===== config.mk =====
export PLATFORM = sky130hd
export DESIGN_NAME = mem_arbiter
export DESIGN_NICKNAME = d
export VERILOG_FILES = /design/src/rtl/mem_pkg.sv /design/src/rtl/sat_cnt16.sv /design/src/rtl/mem_arbiter.sv
export SDC_FILE = /design/constraint.sdc
export NUM_CORES = 1
export LEC_CHECK = 0
export BUFFER_PORTS_ARGS = -buffer_cell sky130_fd_sc_hd__buf_4
export CAP_MARGIN = 15
export CORE_AREA = 2 2 358 360
export DETAILED_ROUTE_END_ITERATION = 8
export DIE_AREA = 0 0 360 362
export GPL_TIMING_DRIVEN = 0
export HOLD_SLACK_MARGIN = 0.1
export SYNTH_ARGS = -nofsm -noshare
export SYNTH_HDL_FRONTEND = slang
export SYNTH_SLANG_ARGS = --single-unit

===== constraint.sdc =====
create_clock -name clk -period 2.35 [get_ports clk]
set_input_delay 0.1175 -clock clk [delete_from_list [all_inputs] [get_ports clk]]
set_output_delay 0.1175 -clock clk [all_outputs]
set_load 0.01 [all_outputs]

===== src/rtl/mem_pkg.sv =====
// Shared definitions for the I/D memory arbiter: default widths,
// FSM state encoding and the round-robin pick helper.
package mem_pkg;

   localparam int ADDR_W_DEF = 28;
   localparam int DATA_W_DEF = 128;
   localparam int CNT_W      = 16;

   typedef enum logic [1:0] {
      IDLE    = 2'd0,
      SERVE_I = 2'd1,
      SERVE_D = 2'd2
   } arb_state_t;

   typedef enum logic {
      PORT_I = 1'b0,
      PORT_D = 1'b1
   } port_t;

   // D wins when it is the only requester, or when both request and I was served last.
   function automatic logic pick_d(input logic req_i, input logic req_d, input port_t last);
      return req_d && (!req_i || (last == PORT_I));
   endfunction

endpackage


===== src/rtl/sat_cnt16.sv =====
// 16-bit event counter that sticks at all-ones instead of wrapping.
import mem_pkg::*;

module sat_cnt16 (
   input  logic             clk,
   input  logic             rst,
   input  logic             inc,
   output logic [CNT_W-1:0] count
);

   // Count up on inc, hold at the maximum value.
   always_ff @(posedge clk) begin
      if (rst) begin
         count <= '0;
      end else if (inc && (count != {CNT_W{1'b1}})) begin
         count <= count + 1'b1;
      end
   end

endmodule


===== src/rtl/mem_arbiter.sv =====
// Two-port (I-cache / D-cache) arbiter in front of a single slow memory.
// Round-robin grant evaluated only in IDLE, one mandatory IDLE bubble
// after every completion, and three saturating statistics counters.
//
// state   | meaning
// --------+-----------------------------------------------------------
// IDLE    | no transaction; arbitrate unless this is the bubble cycle
// SERVE_I | I-cache request latched and driven to memory, wait ready
// SERVE_D | D-cache request latched and driven to memory, wait ready
import mem_pkg::*;

module mem_arbiter #(
   parameter int ADDR_W = ADDR_W_DEF,
   parameter int DATA_W = DATA_W_DEF
) (
   input  logic              clk,
   input  logic              rst,

   input  logic              mem_read_I,
   input  logic              mem_write_I,
   input  logic [ADDR_W-1:0] mem_addr_I,
   input  logic [DATA_W-1:0] mem_wdata_I,
   output logic [DATA_W-1:0] mem_rdata_I,
   output logic              mem_ready_I,

   input  logic              mem_read_D,
   input  logic              mem_write_D,
   input  logic [ADDR_W-1:0] mem_addr_D,
   input  logic [DATA_W-1:0] mem_wdata_D,
   output logic [DATA_W-1:0] mem_rdata_D,
   output logic              mem_ready_D,

   output logic              mem_read,
   output logic              mem_write,
   output logic [ADDR_W-1:0] mem_addr,
   output logic [DATA_W-1:0] mem_wdata,
   input  logic [DATA_W-1:0] mem_rdata,
   input  logic              mem_ready,

   output logic [15:0]       cnt_I,
   output logic [15:0]       cnt_D,
   output logic [15:0]       stall_cyc
);

   arb_state_t state, state_nxt;
   port_t      last;
   logic       bubble;

   logic       req_i, req_d;
   logic       grant_i, grant_d;
   logic       done;
   logic       stall_i, stall_d;

   assign req_i = mem_read_I | mem_write_I;
   assign req_d = mem_read_D | mem_write_D;

   // Ready is only forwarded to the port currently being served.
   assign mem_ready_I = (state == SERVE_I) & mem_ready;
   assign mem_ready_D = (state == SERVE_D) & mem_ready;

   assign mem_rdata_I = mem_rdata;
   assign mem_rdata_D = mem_rdata;

   // Next-state decode: grant from IDLE (skipped in the bubble), finish on ready.
   always_comb begin
      state_nxt = state;
      grant_i   = 1'b0;
      grant_d   = 1'b0;
      done      = 1'b0;
      case (state)
         IDLE: begin
            if (!bubble) begin
               if (pick_d(req_i, req_d, last)) begin
                  grant_d   = 1'b1;
                  state_nxt = SERVE_D;
               end else if (req_i) begin
                  grant_i   = 1'b1;
                  state_nxt = SERVE_I;
               end
            end
         end
         SERVE_I, SERVE_D: begin
            if (mem_ready) begin
               done      = 1'b1;
               state_nxt = IDLE;
            end
         end
         default: state_nxt = IDLE;
      endcase
   end

   // State, round-robin history, bubble flag and the latched memory request.
   always_ff @(posedge clk) begin
      if (rst) begin
         state     <= IDLE;
         last      <= PORT_I;
         bubble    <= 1'b0;
         mem_read  <= 1'b0;
         mem_write <= 1'b0;
         mem_addr  <= '0;
         mem_wdata <= '0;
      end else begin
         state  <= state_nxt;
         bubble <= done;
         if (done) begin
            last      <= (state == SERVE_D) ? PORT_D : PORT_I;
            mem_read  <= 1'b0;
            mem_write <= 1'b0;
         end else if (grant_d) begin
            mem_addr  <= mem_addr_D;
            mem_wdata <= mem_wdata_D;
            mem_write <= mem_write_D;
            mem_read  <= mem_read_D & ~mem_write_D;
         end else if (grant_i) begin
            mem_addr  <= mem_addr_I;
            mem_wdata <= mem_wdata_I;
            mem_write <= mem_write_I;
            mem_read  <= mem_read_I & ~mem_write_I;
         end
      end
   end

   // A port stalls while it asks for memory but is not the one being served.
   assign stall_i = req_i & (state != SERVE_I) & ~mem_ready_I;
   assign stall_d = req_d & (state != SERVE_D) & ~mem_ready_D;

   sat_cnt16 u_cnt_i (
      .clk   (clk),
      .rst   (rst),
      .inc   (done & (state == SERVE_I)),
      .count (cnt_I)
   );

   sat_cnt16 u_cnt_d (
      .clk   (clk),
      .rst   (rst),
      .inc   (done & (state == SERVE_D)),
      .count (cnt_D)
   );

   sat_cnt16 u_cnt_stall (
      .clk   (clk),
      .rst   (rst),
      .inc   (stall_i | stall_d),
      .count (stall_cyc)
   );

endmodule


# Yosys cells after proc, flatten, opt, wreduce, memory -nomap -nowiden
# Cells that the tools add are included.
# word_totals
ff_bits	210
output_inout_bits	464
# classes
addsub	3
mux	23
n_eq_ne	10
reduce_logical	12
bitwise_logic	19
# ops
operator	count
2-to-1 mux 128 bit	2
2-to-1 mux 28 bit	2
adder 16 x 1 -> 16 bit, second input constant	3
inequality test 16 bit, second input constant	3
2-to-1 mux 1 bit	14
bitwise AND 1 bit	10
2-to-1 mux 2 bit	4
inequality test 2 bit, second input constant	3
NOT 1 bit	6
logical AND 1 bit	4
case mux 2 bit (2 select lines)	1
OR reduction 2 bit	2
inequality test 3 bit, second input constant	1
OR 1 bit	3
AND reduction 3 bit	1
== test 2 x 1 -> 1 bit, second input constant	1
== test 2 bit, second input constant	1
logical NOT 2 bit	1
inequality test 2 x 1 -> 1 bit, second input constant	1
AND reduction 2 bit	1
nonzero test 2 bit	1
logical NOT 1 bit	1
logical OR 1 bit	1

# Logic depth before layout (Yosys ltp)
# Gate-level depths: netlist of run 1.
# depth
depth_word	9
depth_mapped	9
mapped_depth_nobuf	7

# Hierarchy
# Synthesis of run 1 repeated with hierarchy kept, for this count alone.
# hier_totals
cells_unflattened	1470
area_unflattened_um2	11512.3
# by_module_without_submodules
mod	area_per_inst_um2	seq_area_each_um2	instances	cells_each
mem_arbiter	8967.4	3243.1	1	1173
sat_cnt16	848.3	320.3	3	99

# Worst setup path after synthesis of run 1
# OpenSTA, ideal clock, no wires.
# synth_path
path_kind	reg-to-reg
start	register state[0]
end	register u_cnt_d.count[14]
period_less_slack_ns	1.928
stages_incl_launch_ff	7
t_arrival_ns	1.807
setup_slack_ns	0.422
n_path_buf	0
setup_ns	0.121
path_cell_list	dfxtp_1 > inv_1 > ha_1 > nand3_1 > or3_4 > nor4_1 > mux2_2
# synth_via
elab_chain_len	5
word_cells_on_any_way	6
# synth_rtl
item	line	text
start, declared	mem_arbiter.sv:45	arb_state_t state, state_nxt;
start signal, assigned	mem_arbiter.sv:103	state <= state_nxt;
== test 2 x 1 -> 1 bit / == test 2 bit (equally long branches)	mem_arbiter.sv:70, mem_arbiter.sv:137	
OR reduction 2 bit	mem_arbiter.sv:70	case (state)
2-to-1 mux 1 bit	mem_arbiter.sv:70	
bitwise AND 1 bit *	mem_arbiter.sv:137	.inc (done & (state == SERVE_D)),
logical AND 1 bit *	sat_cnt16.sv:15	end else if (inc && (count != {CNT_W{1'b1}})) begin
end signal, assigned	sat_cnt16.sv:16	count <= count + 1'b1;
end, declared	sat_cnt16.sv:8	output logic [CNT_W-1:0] count
# Every way passes the cells marked *; elsewhere a longest branch is shown, timed or not.
# A chain may end at the register's enable or synchronous reset.

# Worst setup path in the final report of run 1
# layout_path
start	input port mem_write_D
end	register mem_write
# layout_via
elab_chain_len	6
word_cells_on_any_way	10
# layout_rtl
item	line	text
start, declared	mem_arbiter.sv:27	input logic mem_write_D,
OR 1 bit	mem_arbiter.sv:55	assign req_d = mem_read_D | mem_write_D;
logical AND 1 bit	mem_pkg.sv:22	return req_d && (!req_i || (last == PORT_I));
2-to-1 mux 1 bit	mem_arbiter.sv:73	if (pick_d(req_i, req_d, last)) begin
2-to-1 mux 1 bit	mem_arbiter.sv:72	if (!bubble) begin
2-to-1 mux 1 bit	mem_arbiter.sv:70	
2-to-1 mux 1 bit / nonzero test 2 bit (equally long branches)	-	
end signal, assigned	mem_arbiter.sv:112	mem_write <= mem_write_D;
end signal, assigned	mem_arbiter.sv:117	mem_write <= mem_write_I;
end, declared	mem_arbiter.sv:34	output logic mem_write,
# Parallel ways exist; a longest one is shown, timed or not.

==> flow_summary.yaml, run 1 <==
clock_network:
  cts_root_buf: "clkbuf_16"
  h-tree-depth: 1
  clk_pin_slew_ns: 0.06
  cts.sinks: 210
  tritoncts: "built"
  clock_latency_ns: 0.59
  numCtsBuffers: 28
  cts_buffer_depth: 3
synth:
  syn_avg_cell_area_um2: 7.86
  synth_nets: 1908
  synthCells: 1455
  synth_area_leaders: "dfxtp_1, buf_4, a311oi_1"
  synth_cell_types: 54
  yosysWarningCount: 0
  yosysTopAreaCell: "dfxtp_1"
  synth-edff-count: 0
  synth.top_cell.area_share: 0.368
  async_flop_share: 0
  ys.flop_type: "dfxtp_1"
  syn-cell-area_um2: 11400
  ys_seq_area_frac: 0.368
  yosys_register_bits: 210
layout:
  nNetsFinal: 3045
  mostFrequentLayoutCell: "buf_4"
  most-common-layout-cells: "buf_4, nand2_1, dlygate4sd3_1"
  drive_above_1_share: 0.457
  final_core_util: 0.189
  stdcell_area_um2: 23900
  fillers: 13900
  syn_to_final_growth_pct: 109
  register_area_um2: 4200
  multi_input_area_um2: 4880
timing:
  setup_tns_ns: 0
  hold_violations: 0
  slew_violations: 0
  final.period_utilization: 0.960
  rsz0062_at_grt: "true"
  worstMarginPinSlew_ns: 1.06
  fin_skew_ns: 0.0172
  period_needed_ns: 2.26
  slew_headroom: 0.296
  setup_viol: 0
  fmax_mhz: 443
worst_setup_path:
  timing.rr.end: "mem_addr[10]$_SDFFE_PP0P_"
  path_delay_family: "buffers and inverters"
  max_stage_delay_ns: 0.66
  cpMostUsedCell: "dlygate4sd3_1"
  required_ns: 2.82
  cp-end-kind: "flip-flop"
  cp.arrival_ns: 2.73
  r2r_cells: 9
  rrSetupSlack_ns: 0.15
  crit_fanout: 4
  startpoint_type: "primary input"
  path_buf_inv: 4
  critical_path.cell_chain: "dlygate4sd3_1 > buf_4 > nor4_4 > dlygate4sd3_1 > nor2_1 > o211a_1 > dlygate4sd3_1"
  critPathKind: "in2reg"
  reg2reg_from: "state[1]$_SDFFE_PP0P_"
  cp_slowest_cell: "dlygate4sd3_1"
global_routing:
  gr-usage-all-layers: 0.118
  grt_max_degree: 14
  grt.overflow.total: 0
  grt_first_pass_wirelength_mm: 111
  grt_pass1_vias: 15100
  antenna_found_initial: 17
placed_design:
  placed_cell_area_um2: 19400
  dpl.hpwl_mm: 67.0
  io_buffers: 781
  gp_congestion: 0.910
min_path:
  min_path_type: "in2reg"
  worstHoldStart: "mem_write_I"
  holdPathStages: 4
  hold_end: "state[1]$_SDFFE_PP0P_"
routing:
  num_vias: 15400
  wl_mm: 82.0
  route.detailed.drc: 0
  viasPerCell: 3.60
  detail-route-antenna-nets: 0
  dr.pass1.iters: 5
  drtIter0Drc: 1268
  drt-wirelength-per-cell_um: 19.1
power_and_ir_drop:
  power.density_nw_per_um2: 720
  peakVddDrop_mv: 0.490
  p_leak_nw: 10.7
floorplanning:
  core_um2: 127000
  ioPinCount: 911
  die_w_um: 360
  rows: 131
  die_h_um: 362
  initial_core_util: 0.0903
  dieArea_um2: 130000
status:
  status: "finished, final reports clean"
flow_run:
  drv_cap: 0
[tightest hold or removal path: stages]
cell	delay, ns
buf_4	0.14
nor4_4	0.25
or4_1	0.18
a21oi_1	0.05
[report_power, final]
part	switching (mW)	internal [mW]	leakage (nW)	total [mW]
Sequential	0.508	4.34	1.73	4.84
Combinational	4.39	3.34	8.50	7.73
Clock	1.84	2.80	0.488	4.64
[Yosys cell counts (3+ instances only)]
library cell,instances
clkbuf_1,53
and4_1,3
nor4_1,7
and3_1,7
nand2b_1,3
o2111ai_1,3
mux2i_1,3
buf_4,257
nand2_1,333
dfxtp_1,210
o21ai_0,17
buf_2,42
or3_1,13
nor2b_1,7
nand4_1,13
a21oi_1,40
nand3_1,10
a311oi_1,156
and2_1,3
mux2_2,5
inv_1,9
ha_1,6
or4_1,22
nor2_1,174
o31ai_1,22
[timing repair]
item,4_1_cts,5_1_grt
endpoints found under the setup margin,156,136
hold endpoints to repair,165,0
cloned,0,0
buffers inserted,3,0
hold buffers,320,0
resized for setup,44,78
[cell type report]
class / count / area share
Clock buffer: 42 / 0.0370
Sequential cell: 210 / 0.176
Buffer: 355 / 0.107
Clock inverter: 9 / 0.00450
Timing Repair Buffer: 1107 / 0.382
Inverter: 9 / 0.00141
Tap cell: 1662 / 0.0870
Multi-Input combinational cell: 881 / 0.204
Antenna cell: 6 / 0.000628
[worst max path at each step]
stage / startpoint / end / cells past startpoint
after CTS: state[0]$_SDFFE_PP0P_ / mem_wdata[36]$_SDFFE_PP0P_ / 9
after global placement: state[0]$_SDFFE_PP0P_ / mem_wdata[92]$_SDFFE_PP0P_ / 7
after detailed placement: state[0]$_SDFFE_PP0P_ / mem_wdata[94]$_SDFFE_PP0P_ / 7
after floorplan: state[0]$_SDFFE_PP0P_ / u_cnt_d.count[14]$_SDFFE_PP0P_ / 6
after global routing: state[1]$_SDFFE_PP0P_ / mem_wdata[20]$_SDFFE_PP0P_ / 8
final: mem_write_D / mem_write$_SDFFE_PP0P_ / 7
[kinds of logic after synthesis]
kind of cell,count (synthesis),synth area share
flops,210,0.368
mux,8,0.00755
simple gates,611,0.232
compound gates,254,0.174
xor+xnor,2,0.00153
fa+ha+maj,6,0.00656
buf+inv,364,0.210
[registers in the layout (all words and copies together) (netlist names)]
register and count:
last 1, mem_read 1, mem_addr 28, mem_wdata 128, mem_write 1, bubble 1
u_cnt_d.count 16, u_cnt_stall.count 16, u_cnt_i.count 16, state 2
[metal layers]
layer / track usage / share of wire / vias up
li1: - / - / 7125
met1: 0.143 / 0.40 / 7231
met2: 0.196 / 0.47 / 910
met3: 0.0419 / 0.10 / 140
met4: 0.0310 / 0.027 / 8
met5: 0 / 0.00054 / -
[per-stage QoR]
step | worst slack, ns | hold slack, ns | cells | power (mW)
2_1_floorplan | 0.422 | 0.272 | 1455 | 7.81
4_1_cts | 0.000462 | 0.108 | 4275 | 17.3
3_3_place_gp | -1.29 | 0.395 | 3898 | 11.9
5_1_grt | -0.0178 | 0.224 | 4276 | 18.2
6_report | 0.0941 | 0.209 | 4281 | 17.2
3_5_place_dp | -1.32 | 0.400 | 3901 | 11.9
(Power assumes the default switching activity.)
==> inputs of run 2 (changes only) <==
--- a/config.mk
+++ b/config.mk
@@ -7,11 +7,12 @@
 export LEC_CHECK = 0
 export BUFFER_PORTS_ARGS = -buffer_cell sky130_fd_sc_hd__buf_4
 export CAP_MARGIN = 15
-export CORE_AREA = 2 2 358 360
+export CORE_AREA = 2 2 359 361
 export DETAILED_ROUTE_END_ITERATION = 8
-export DIE_AREA = 0 0 360 362
+export DIE_AREA = 0 0 361 363
 export GPL_TIMING_DRIVEN = 0
 export HOLD_SLACK_MARGIN = 0.1
 export SYNTH_ARGS = -nofsm -noshare
 export SYNTH_HDL_FRONTEND = slang
+export SYNTH_HIERARCHICAL = 1
 export SYNTH_SLANG_ARGS = --single-unit
==> constraint.sdc (replaced) <==
create_clock -name clk -period 2.2 [get_ports clk]
set_input_delay 0.11 -clock clk [delete_from_list [all_inputs] [get_ports clk]]
set_output_delay 0.11 -clock clk [all_outputs]
set_load 0.01 [all_outputs]
==> run 2 against run 1 <==
  * Wire length up 4.0%
  * Cell area rose by 1.3%
  * Worst setup slack worse by 0.043 ns
  * Cell count rose by 0.47%
  * Power grew 20%
  * First-iteration DRC count shrank 2.8%
  * Critical path depth up 1
  * Via count rose by 2.2%
  * Hold slack improved by 0.097 ns
  * Count of clock-buffer cells in the layout is the same
  * Global-route usage rose by 0.12 points
  * Sequential cell count unchanged
  * Critical endpoint is now mem_wdata[51]$_SDFFE_PP0P_
==> flow_summary.yaml, run 2 <==
synth:
  synthCells: 1470
  synth_top_family_by_area: "simple AND/OR/NAND/NOR gates"
  yosysWarningCount: 6
  syn-cell-area_um2: 11500
  synth_xor_area_frac: 0.00456
  yosys_register_bits: 210
  synth-adder-area-share: 0.00652
  ys_seq_area_frac: 0.365
  synth_compound_area_frac: 0.163
  synth.top_cell.area_share: 0.365
  yosysTopAreaCell: "dfxtp_1"
  async_flop_share: 0
  yosys.area_share.simple: 0.246
  syn_avg_cell_area_um2: 7.83
  synthTopCellsByCount: "nand2_1, buf_4, dfxtp_1"
  synthMuxAreaShare: 0.00554
  ys.flop_type: "dfxtp_1"
  synth_cell_types: 44
  synth_area_leaders: "dfxtp_1, buf_4, a311oi_1"
  yosysMostFrequentCell: "nand2_1"
  synth_nets: 1923
  synth-edff-count: 0
clock_network:
  clk_pin_slew_ns: 0.06
  h-tree-depth: 1
  clock_latency_ns: 0.60
  tritoncts: "built"
  cts_buffer_depth: 3
  numCtsBuffers: 28
  cts_root_buf: "clkbuf_16"
  cts.sinks: 210
placed_design:
  place_ws_ns: -1.03
  gp_congestion: 0.912
  placedCellCount: 3914
  dpl.hpwl_mm: 68.2
  placed_cell_area_um2: 19500
  io_buffers: 781
floorplanning:
  initial_core_util: 0.0906
  rows: 131
  dieArea_um2: 131000
  die_w_um: 361
  ioPinCount: 911
  die_h_um: 363
  core_um2: 127000
timing:
  worstMarginPinSlew_ns: 1.16
  hold_violations: 0
  hold_ws_ns: 0.307
  fmax_mhz: 465
  slew_violations: 0
  setup_tns_ns: 0
  final.period_utilization: 0.977
  setup_viol: 0
  slew_headroom: 0.228
  period_needed_ns: 2.15
  setup_ws_ns: 0.0511
  fin_skew_ns: 0.0180
global_routing:
  grt_pass1_vias: 15100
  grt_first_pass_wirelength_mm: 112
  grt.overflow.total: 0
  antenna_found_initial: 18
  grt_max_degree: 14
  gr-usage-all-layers: 0.119
worst_setup_path:
  critPathKind: "reg2reg"
  cp.arrival_ns: 2.64
  cp_slowest_cell: "a311oi_1"
  required_ns: 2.70
  reg2reg_from: "state[1]$_SDFFE_PP0P_"
  crit_path_start: "state[1]$_SDFFE_PP0P_"
  crit_fanout: 11
  cp-end-kind: "flip-flop"
  max_stage_delay_ns: 0.33
  critical_path.cell_chain: "inv_1 > ha_1 > nor2b_2 > and3_2 > buf_8 > clkbuf_4 > nand2_1 > a311oi_1"
  startpoint_type: "flip-flop"
power_and_ir_drop:
  p_leak_nw: 10.8
  peakVddDrop_mv: 0.584
  power.density_nw_per_um2: 856
  total_power_mw: 20.7
layout:
  most-common-layout-cells: "buf_4, nand2_1, dlygate4sd3_1"
  stdcell_area_um2: 24200
  multi_input_area_um2: 4960
  nNetsFinal: 3064
  final_cell_count_no_fill: 4301
  drive_above_1_share: 0.453
  final_core_util: 0.191
  largest_register_ffs: 128
  register_area_um2: 4210
  mostFrequentLayoutCell: "buf_4"
  fillers: 14000
  syn_to_final_growth_pct: 110
  regMostFlops: "mem_wdata"
  top_regs: "mem_wdata: 128 flops, mem_addr: 28 flops"
routing:
  viasPerCell: 3.66
  dr.pass1.iters: 5
  num_vias: 15800
  route.detailed.drc: 0
  drtIter0Drc: 1233
  drt-wirelength-per-cell_um: 19.8
  wl_mm: 85.3
  detail-route-antenna-nets: 0
min_path:
  worstHoldStart: "rst"
  min_path_type: "in2reg"
status:
  status: "finished, final reports clean"
flow_run:
  drv_cap: 0
-- run 2: cell count changes after synthesis, moves of 6 or more --
cell      before  now
nand3_1       10   18
clkbuf_1      53   45
nor3_1         2   12
xnor2_1        0    6
and4_1         3    9
a21oi_1       40   34
-- run 2: area by class of cell --
cell class	count	share of cell area
Inverter	12	0.00186
Sequential cell	210	0.174
Buffer	354	0.112
Clock buffer	42	0.0357
Multi-Input combinational cell	894	0.205
Timing Repair Buffer	1111	0.381
Clock inverter	9	0.00460
Tap cell	1662	0.0859
Antenna cell	7	0.000724
-- run 2: worst paths after layout --
path / end / slack [ns] / depth (start not counted)
worst max-delay path: mem_wdata[51]$_SDFFE_PP0P_ / 0.05 / 8
worst min-delay path: mem_read$_SDFFE_PP0P_ / 0.31 / 3
worst max register to register: mem_wdata[51]$_SDFFE_PP0P_ / 0.05 / 8
worst min register to register: mem_read$_SDFFE_PP0P_ / 0.47 / 2
-- run 2: cell families (layout without fill, tap and decap cells) --
| family | Yosys count | after routing |
|---|---|---|
| buffers and inverters | 366 | 1528 |
| AO/OA/AOI/OAI | 239 | 239 |
| XOR/XNOR | 6 | 6 |
| multiplexers | 6 | 6 |
| flip-flops | 210 | 210 |
| other | 0 | 7 |
| adder cells (fa/ha/maj) | 6 | 6 |
| AND/OR/NAND/NOR | 637 | 637 |
-- run 2: critical path: cells and delay by family (launching register included) --
kind	cells	cell delay, ns
adder cells (fa/ha/maj)	1	0.20
flip-flops	1	0.31
AO/OA/AOI/OAI	1	0.33
AND/OR/NAND/NOR	3	0.65
buffers and inverters	3	0.54
-- run 2: timing repair --
item | in CTS | in global routing
hold buffers | 321 | 0
gates cloned | 0 | 2
gates resized for setup | 70 | 74
endpoints found under the setup margin | 171 | 157
buffers inserted | 5 | 1
pin swaps | 1 | 0
endpoints found under the hold margin | 182 | 0
-- run 2: report_power, final --
part	total (mW)	internal [mW]	switching, mW
combinational	10.2	4.44	5.74
clock	4.99	2.94	2.05
sequential	5.56	4.80	0.760
total	20.7	12.2	8.55
-- run 2: metal layers --
metal  GRT usage  wire length [um]
met1       0.156             36200
met2       0.182             37700
met3      0.0455              9360
met4      0.0288              1940
met5           0                46
==> inputs of run 3 (changes only) <==
--- a/config.mk
+++ b/config.mk
@@ -7,11 +7,12 @@
 export LEC_CHECK = 0
 export BUFFER_PORTS_ARGS = -buffer_cell sky130_fd_sc_hd__buf_4
 export CAP_MARGIN = 15
-export CORE_AREA = 2 2 359 361
+export CORE_AREA = 2 2 353 355
 export DETAILED_ROUTE_END_ITERATION = 8
-export DIE_AREA = 0 0 361 363
+export DIE_AREA = 0 0 355 357
 export GPL_TIMING_DRIVEN = 0
 export HOLD_SLACK_MARGIN = 0.1
+export SETUP_SLACK_MARGIN = 0.15
 export SYNTH_ARGS = -nofsm -noshare
 export SYNTH_HDL_FRONTEND = slang
 export SYNTH_HIERARCHICAL = 1
==> constraint.sdc (replaced) <==
create_clock -name clk -period 1.9 [get_ports clk]
set_input_delay 0.095 -clock clk [delete_from_list [all_inputs] [get_ports clk]]
set_output_delay 0.095 -clock clk [all_outputs]
set_load 0.01 [all_outputs]
==> run 3 against run 2 <==
  * Critical path depth rose by 1
  * Hold slack lost 0.090 ns
  * Highest routed layer unchanged
  * Worst setup slack got worse by 0.047 ns
  * Register-to-register slack got worse by 0.05 ns
  * Critical path type unchanged
==> flow_summary.yaml, run 3 (synthesized netlist as in run 2, its figures left out) <==
clock_network:
  clk_pin_slew_ns: 0.06
  cts_buffer_depth: 3
  tritoncts: "built"
  h-tree-depth: 1
  numCtsBuffers: 28
  cts.sinks: 210
  cts_root_buf: "clkbuf_16"
  clock_latency_ns: 0.62
power_and_ir_drop:
  peakVddDrop_mv: 0.801
  power.density_nw_per_um2: 988
  p_leak_nw: 11.2
  total_power_mw: 25.0
placed_design:
  placedCellCount: 3888
  io_buffers: 781
  place_ws_ns: -1.18
  dpl.hpwl_mm: 61.6
  gp_congestion: 0.919
  placed_cell_area_um2: 19400
layout:
  stdcell_area_um2: 25300
  top_regs: "mem_wdata: 128 flops, mem_addr: 28 flops"
  final_core_util: 0.206
  most-common-layout-cells: "buf_4, nand2_1, dlygate4sd3_1"
  drive_above_1_share: 0.495
  multi_input_area_um2: 5500
  regMostFlops: "mem_wdata"
  nNetsFinal: 3091
  fillers: 13500
  syn_to_final_growth_pct: 120
  largest_register_ffs: 128
  register_area_um2: 4210
  mostFrequentLayoutCell: "buf_4"
  final_cell_count_no_fill: 4300
timing:
  hold_ws_ns: 0.216
  worstMarginPinSlew_ns: 1.28
  slew_headroom: 0.146
  final.period_utilization: 0.998
  period_needed_ns: 1.90
  slew_violations: 0
  setup_ws_ns: 0.00392
  rsz0062_at_grt: "true"
  hold_violations: 0
  setup_viol: 0
  fmax_mhz: 527
  fin_skew_ns: 0.0301
  setup_tns_ns: 0
routing:
  route.met2.wl_mm: 35.8
  met1Wirelength_mm: 32.6
  route.detailed.drc: 0
  wl_met3_mm: 10.2
  viasPerCell: 3.70
  top_layer_used: "met5"
  drtIter0Drc: 1247
  drt-wirelength-per-cell_um: 18.9
  wl_mm: 81.2
  dr.pass1.iters: 5
  detail-route-antenna-nets: 0
  num_vias: 15900
min_path:
  min_path_type: "in2reg"
  holdPathStages: 3
  hold_end: "mem_write$_SDFFE_PP0P_"
  worstHoldStart: "rst"
worst_setup_path:
  rrSetupSlack_ns: 0.004
  critPathKind: "reg2reg"
  cp.arrival_ns: 2.39
  r2r_cells: 9
  startpoint_type: "flip-flop"
  cp-end-kind: "flip-flop"
  timing.rr.end: "mem_wdata[95]$_SDFFE_PP0P_"
  required_ns: 2.39
  crit_fanout: 10
  reg2reg_from: "state[0]$_SDFFE_PP0P_"
floorplanning:
  dieArea_um2: 127000
  core_um2: 123000
  initial_core_util: 0.0936
  ioPinCount: 911
  rows: 129
  die_w_um: 355
  die_h_um: 357
global_routing:
  grt_first_pass_wirelength_mm: 108
  antenna_found_initial: 9
  grt_pass1_vias: 15500
  grt.overflow.total: 0
  gr-usage-all-layers: 0.116
  grt_max_degree: 14
status:
  status: "finished, final reports clean"
flow_run:
  drv_cap: 0
==> run 3: area by class of cell <==
cell class,count,share of cell area
well taps,1637,0.0809
clock buffers,44,0.0321
inverters,12,0.00178
plain buffers,354,0.121
diodes,5,0.000494
multi-input cells,894,0.217
flip-flops and latches,210,0.166
repair buffers,1138,0.377
clock inverters,6,0.00326
==> run 3: layer usage <==
metal,GRT usage,up-vias
met5,0,-
met4,0.0347,10
met3,0.0505,150
met2,0.177,921
met1,0.145,7614
li1,-,7218
==> run 3: how the worst max path moves through the flow <==
stage	start	end	slack (ns)	cells past startpoint
6_report	state[0]$_SDFFE_PP0P_	mem_wdata[95]$_SDFFE_PP0P_	0.004	9
2_1_floorplan	state[0]$_SDFFE_PP0P_	mem_wdata[64]$_SDFFE_PP0P_	0.15	8
5_1_grt	state[0]$_SDFFE_PP0P_	mem_wdata[13]$_SDFFE_PP0P_	-0.09	9
3_3_place_gp	state[0]$_SDFFE_PP0P_	mem_wdata[92]$_SDFFE_PP0P_	-1.83	7
3_5_place_dp	state[0]$_SDFFE_PP0P_	mem_wdata[75]$_SDFFE_PP0P_	-1.18	8
4_1_cts	state[1]$_SDFFE_PP0P_	mem_wdata[91]$_SDFFE_PP0P_	0.01	9
==> run 3: what timing repair did <==
action,in CTS,in global routing
hold endpoints to repair,185,0
hold buffers,319,0
gates resized for setup,257,75
cloned,9,2
buffers inserted,26,1
pin swaps,31,45
setup endpoints to repair,202,200
==> run 3: critical path, cell delays in order, from the launching register on <==
cell and delay, ns:
dfxtp_2 0.34, inv_2 0.05, ha_4 0.25, nand2_4 0.05
nor3b_4 0.21, buf_12 0.17, buf_4 0.12, clkbuf_4 0.21
nor2_1 0.09, a311oi_2 0.28
==> run 3: power by group <==
| group | switching [mW] | leakage [nW] | internal (mW) | total [mW] |
|---|---|---|---|---|
| combinational | 6.90 | 9.02 | 6.17 | 13.1 |
| clock | 2.29 | 0.433 | 3.16 | 5.46 |
| sequential | 0.937 | 1.74 | 5.56 | 6.50 |
| total | 10.1 | 11.2 | 14.9 | 25.0 |
